==> config.mk <==
export PLATFORM = sky130hd
export DESIGN_NAME = can_bit_destuffer
export DESIGN_NICKNAME = d
export VERILOG_FILES = /design/src/rtl/can_bit_destuffer.sv
export SDC_FILE = /design/constraint.sdc
export NUM_CORES = 1
export LEC_CHECK = 0
export CORE_MARGIN = 1
export CORE_UTILIZATION = 46
export DETAILED_ROUTE_END_ITERATION = 7
export GPL_TIMING_DRIVEN = 0
export PLACE_DENSITY = 0.8
export RECOVER_POWER = 50
export SYNTH_ARGS = -nofsm -noshare
export SYNTH_HDL_FRONTEND = slang
export SYNTH_SLANG_ARGS = --single-unit
==> constraint.sdc <==
create_clock -name SP -period 1.7 [get_ports SP]
set_input_delay 0.17 -clock SP [delete_from_list [all_inputs] [get_ports SP]]
set_output_delay 0.17 -clock SP [all_outputs]
set_load 0.03 [all_outputs]
==> src/rtl/can_bit_destuffer.sv <==
// ---------------------------------------------------------------------------
// can_bit_destuffer
//   Receive-side CAN bit destuffer. RX is sampled on every rising SP edge.
//   Inside the stuffed region (F_STF=1) runs of equal bits are tracked, and
//   the bit that follows RUN_LEN equal bits is flagged as a stuff bit and
//   withheld from the data stream. The destuffed stream is presented with
//   a valid strobe and a saturating count of accepted data bits.
//
// Ports
//   SP          in   clock; rising edge is the bit sample point
//   reset       in   synchronous active-high reset
//   RX          in   received bus bit
//   F_STF       in   1 = current bit lies inside the stuffed region
//   DS_BIT      out  registered copy of the last sampled RX
//   DS_VALID    out  1 = DS_BIT is a data bit
//   STUFF_FLAG  out  1 = DS_BIT was a stuff bit (to be dropped)
//   DS_CNT      out  data bits accepted since F_STF rose (saturating)
// ---------------------------------------------------------------------------
module can_bit_destuffer #(
    parameter int RUN_LEN = 5,
    parameter int CNT_W   = 7
) (
    input  logic             SP,
    input  logic             reset,
    input  logic             RX,
    input  logic             F_STF,
    output logic             DS_BIT,
    output logic             DS_VALID,
    output logic             STUFF_FLAG,
    output logic [CNT_W-1:0] DS_CNT
);

    localparam int RUN_W = $clog2(RUN_LEN + 1);

    // Output registers
    logic             r_ds_bit;
    logic             r_ds_valid;
    logic             r_stuff_flag;
    logic [CNT_W-1:0] r_ds_cnt;

    // Run-tracking state
    logic [RUN_W-1:0] r_run;
    logic             r_prev;
    logic             r_first;
    logic             r_stuff_due;

    logic [RUN_W-1:0] w_run_next;
    logic             w_run_full;

    // Counter increment that sticks at the all-ones value.
    function automatic logic [CNT_W-1:0] sat_inc(input logic [CNT_W-1:0] v);
        return (&v) ? v : v + {{(CNT_W-1){1'b0}}, 1'b1};
    endfunction

    // Length of the run after accepting RX as a data bit. A new run starts on
    // the first bit of the region or on a polarity change. r_run cannot
    // exceed RUN_LEN here: reaching RUN_LEN forces the next slot to be a
    // stuff slot, which restarts the run at 1.
    always_comb begin
        w_run_next = RUN_W'(1);
        if (!r_first && (RX == r_prev))
            w_run_next = r_run + RUN_W'(1);
    end

    assign w_run_full = (w_run_next == RUN_W'(RUN_LEN));

    always_ff @(posedge SP) begin
        if (reset) begin
            r_ds_bit     <= 1'b0;
            r_ds_valid   <= 1'b0;
            r_stuff_flag <= 1'b0;
            r_ds_cnt     <= '0;
            r_run        <= '0;
            r_prev       <= 1'b0;
            r_first      <= 1'b1;
            r_stuff_due  <= 1'b0;
        end else if (!F_STF) begin
            // Outside the stuffed region every bit is data; any pending
            // stuff slot is abandoned.
            r_ds_bit     <= RX;
            r_ds_valid   <= 1'b1;
            r_stuff_flag <= 1'b0;
            r_ds_cnt     <= '0;
            r_run        <= '0;
            r_first      <= 1'b1;
            r_stuff_due  <= 1'b0;
        end else if (r_stuff_due) begin
            // Stuff slot: the bit is dropped but opens a new run, even when it
            // has the same polarity as the run it terminates. Flagging that
            // violation is left to the downstream stuff-error checker.
            r_ds_bit     <= RX;
            r_ds_valid   <= 1'b0;
            r_stuff_flag <= 1'b1;
            r_prev       <= RX;
            r_run        <= RUN_W'(1);
            r_first      <= 1'b0;
            r_stuff_due  <= 1'b0;
        end else begin
            r_ds_bit     <= RX;
            r_ds_valid   <= 1'b1;
            r_stuff_flag <= 1'b0;
            r_ds_cnt     <= sat_inc(r_ds_cnt);
            r_prev       <= RX;
            r_run        <= w_run_next;
            r_first      <= 1'b0;
            r_stuff_due  <= w_run_full;
        end
    end

    assign DS_BIT     = r_ds_bit;
    assign DS_VALID   = r_ds_valid;
    assign STUFF_FLAG = r_stuff_flag;
    assign DS_CNT     = r_ds_cnt;

endmodule

# After elaboration in Yosys (flattened, before gate mapping)
# Index checks and enable logic that the tools add are counted.
# W data, S select, Z words.
# op_classes
magnitude_cmp,0
eq_ne,2
mux,6
addsub,2
n_div,0
multipliers,0
n_reduce_logical,6
n_bitwise,3
shifts,0
# ops
cell,n
$add A7 B1 Y7 const B,1
$reduce_and A7 Y1,1
$mux W1,5
$add A3 B1 Y3 const B,1
$eq A3 B3 Y1 const B,1
$mux W3,1
$not A1 Y1,3
$reduce_or A3 Y1,1
$reduce_and A2 Y1,1
$reduce_or A2 Y1,1
$eq A1 B1 Y1,1
$logic_and A1 B1 Y1,1
$logic_not A1 Y1,1
# totals
latch_bits,0
out_inout_bits,10
mem_bits_rw,0
n_memories,0
mem_bits_ro,0
regBits,16

# Depth between registers and ports, before layout
# logic_depth
ltp_word,4
depth_mapped,4
mapped_depth_nobuf,4

# Least setup slack after synthesis
# Ideal clock, no wire load.
# synth_timing
path_type,reg2reg
start,"register r_ds_cnt[0], in the netlist DS_CNT[0]"
end,"register r_ds_cnt[0], in the netlist DS_CNT[0]"
setup_slack_ns,0.297
setup_time_ns,0.072
path_stages_with_launch,5
synth_period_minus_slack_ns,1.403
t_arrival_ns,1.332
path_buffers,0
cell_sequence,dfxtp_1 ha_1 and4_1 a21oi_1 mux2i_1
# synth_via
elab_chain_len,3
# synth_rtl
item,line,source
start: declaration,39,logic [CNT_W-1:0] r_ds_cnt;
start signal: assignment,102,r_ds_cnt <= sat_inc(r_ds_cnt);
"parallel branches: the longest is 3 deep, another holds $add A7 B1 Y7",n/a,
# Several ways; the timed one is not identified.
# A chain may end at the register's enable or synchronous reset.

# Worst setup path after layout
# layout_timing
start,input port reset
end,register r_stuff_due
# layout_via
elab_chain_len,1
# layout_rtl
item,line,source
start: declaration,24,"input logic reset,"
$reduce_or A3 Y1 (no line),n/a,
end signal: assignment,106,r_stuff_due <= w_run_full;
end: declaration,45,logic r_stuff_due;
# No other way between the ends.

==> metrics.txt <==
upper clock frequency limit=637 MHz; global-route wire length before repair=1730 um; CP peak stage delay=0.46 ns; pin count of the biggest net entering global routing=10; total grt overflow=0; critical path, cell by cell=clkdlybuf4s50_1 > and2b_2 > inv_2 > or4_4 > a2111oi_4; CTS Buf Count=3; Tcrit/Tclk final=0.923; Num Clock Sinks=16; Synth area leaders=dfxtp_1 51%, mux2i_1 4.8%, a2111oi_4 4.4%; Overall Power=0.688 mW; worst hold slack=0.484 ns; Setup Buffers After CTS=0; HP Class=input pin to register; syn_nets=67; hpwl dp=779 um; Distinct cells, synth=23; DRT Pass-1 Iters=4; initial antenna violation count=0; Slew Limit Fails=0; hold_buf cts=0; Startpoint Class=input pin; area leader, netlist=dfxtp_1; Worst Max-Slew Pin Slew=0.349 ns; RSZ-0062 raised after global routing=no; count leader, synth=dfxtp_1; flops & latches, synth=16; outcome=complete, no violations; CP Capture Type=register; drt total wl=1020 um; Site Rows=12; Leak=0.303 nW; Port Buffers=13; gpl congestion=0.710; critical path class=input pin to register; CP required=1.89 ns; Synth warnings=0; diode count=0; wire per inst=11.1 um; worst vdd ir=0.000593 V; Longest Clk Path Bufs=2; H-tree levels=1; top-area cell type share of the netlist area=0.507; Fin. Hold Viols=0; vias per cell=5.40; Max Cap Viol=0; setup violators final=0; fraction of registers with async set or reset after synthesis=0; initial core utilization=0.533; top cells by instance count after synthesis=16 x dfxtp_1, 6 x nand2_1, 6 x nor2_1; PD cells=844 nW/um^2; I/O pins=14; die outline width=39.1 um; number of remaining DRC errors=0; Antenna Violating Nets Remaining=0; crit path max-delay cell type=or4_4; gr usage total=0.172; Core ar.=1190 sq um; layout cells sized above 1=0.115; critical path data arrival time=1.76 ns; nets=85; Post-synth EDFFs=0; clk_skew=0.00697 ns; First DRT Iteration DRCs=10; clock-pin slew on the worst setup and hold paths=0.10 ns; syn_area_per_cell=10.4 sq um; CP Max Fanout=9; die area=1530 sq um; via count of the first global-routing pass=430; synthesized cell area=632 sq um; later-pin clock latency in the skew report=0.28 ns; post-CTS sizing=0; Seq/Total Area, Yosys=0.507; end-of-flow core utilization=0.688; Slew headroom=0.766; die span in y=39.1 um; CTS tree=built; via count=497; Post-Syn Instances=61; Top FF cell, synth=dfxtp_1; Area growth syn-to-layout=29.1%; Final Critical Period=1.57 ns; Root Driver=clkbuf_4
==> worst max-delay path, delay by kind of cell <==
| family | cells | cell delay, ns |
|---|---|---|
| and+or+nand+nor | 2 | 0.73 |
| AOI/OAI and AO/OA | 1 | 0.32 |
| buffers and inverters | 2 | 0.54 |
==> path summary, 6_finish.rpt <==
check / to / cells after the start / from / slack (ns)
worst max-delay path: r_stuff_due / 5 / reset / 0.13
worst min-delay path: DS_VALID / 2 / reset / 0.48
worst max register to register: r_stuff_due / 3 / r_prev / 0.27
worst min register to register: DS_CNT[4] / 2 / DS_CNT[6] / 0.50
==> routing by layer <==
metal  routed length, um  track usage  up-vias
li1                    -            -      254
met1                 485        0.212      227
met2                 479        0.271       12
met3                  38       0.0347        4
met4                  21        0.103        0
met5                   0            0        -
==> report_power, final <==
part / total (mW) / switching, mW / internal (mW)
registers: 0.390 / 0.00673 / 0.384
logic: 0.0515 / 0.0276 / 0.0239
clock network: 0.246 / 0.116 / 0.130
==> cells in the final DEF, fill, tap and decap left out, types with 2 or more instances in the layout <==
master	n
inv_1	3
a21oi_1	5
clkbuf_4	3
clkdlybuf4s50_1	12
mux2i_1	3
a31oi_1	2
and2b_2	2
ha_1	2
nand2_1	6
a211oi_1	3
nor2_1	6
dfxtp_1	16
==> state kept, by name, summed over array words and instances (netlist names) <==
register	cells
DS_CNT	7
r_run	3
DS_BIT	1
DS_VALID	1
STUFF_FLAG	1
r_first	1
r_prev	1
r_stuff_due	1
==> metrics by stage <==
step           instance area [sq um]  setup slack (ns)  std cells  setup TNS, ns
6_report                         816             0.130         92              0
5_1_grt                          816            0.0470         92              0
4_1_cts                          816             0.126         92              0
3_5_place_dp                     779            -0.171         88         -0.171
3_3_place_gp                     779            -0.159         88         -0.159
2_1_floorplan                    632             0.297         61              0
==> cell type report <==
type | count | area, sq um
repair buffers | 13 | 130
fillers | 92 | 370
flip-flops and latches | 16 | 320
inverters | 4 | 15.0
multi-input cells | 41 | 297
well taps | 14 | 17.5
clock buffers | 4 | 36.3
==> kinds of logic after synthesis <==
| kind of cell | after synthesis | share of synthesized area |
|---|---|---|
| flops | 16 | 0.507 |
| simple gates | 21 | 0.190 |
| xor+xnor | 2 | 0.0277 |
| mux | 3 | 0.0475 |
| buf+inv | 4 | 0.0238 |
| compound gates | 13 | 0.164 |
| fa+ha+maj | 2 | 0.0396 |
No activity file was read; power rests on OpenSTA's default activity.
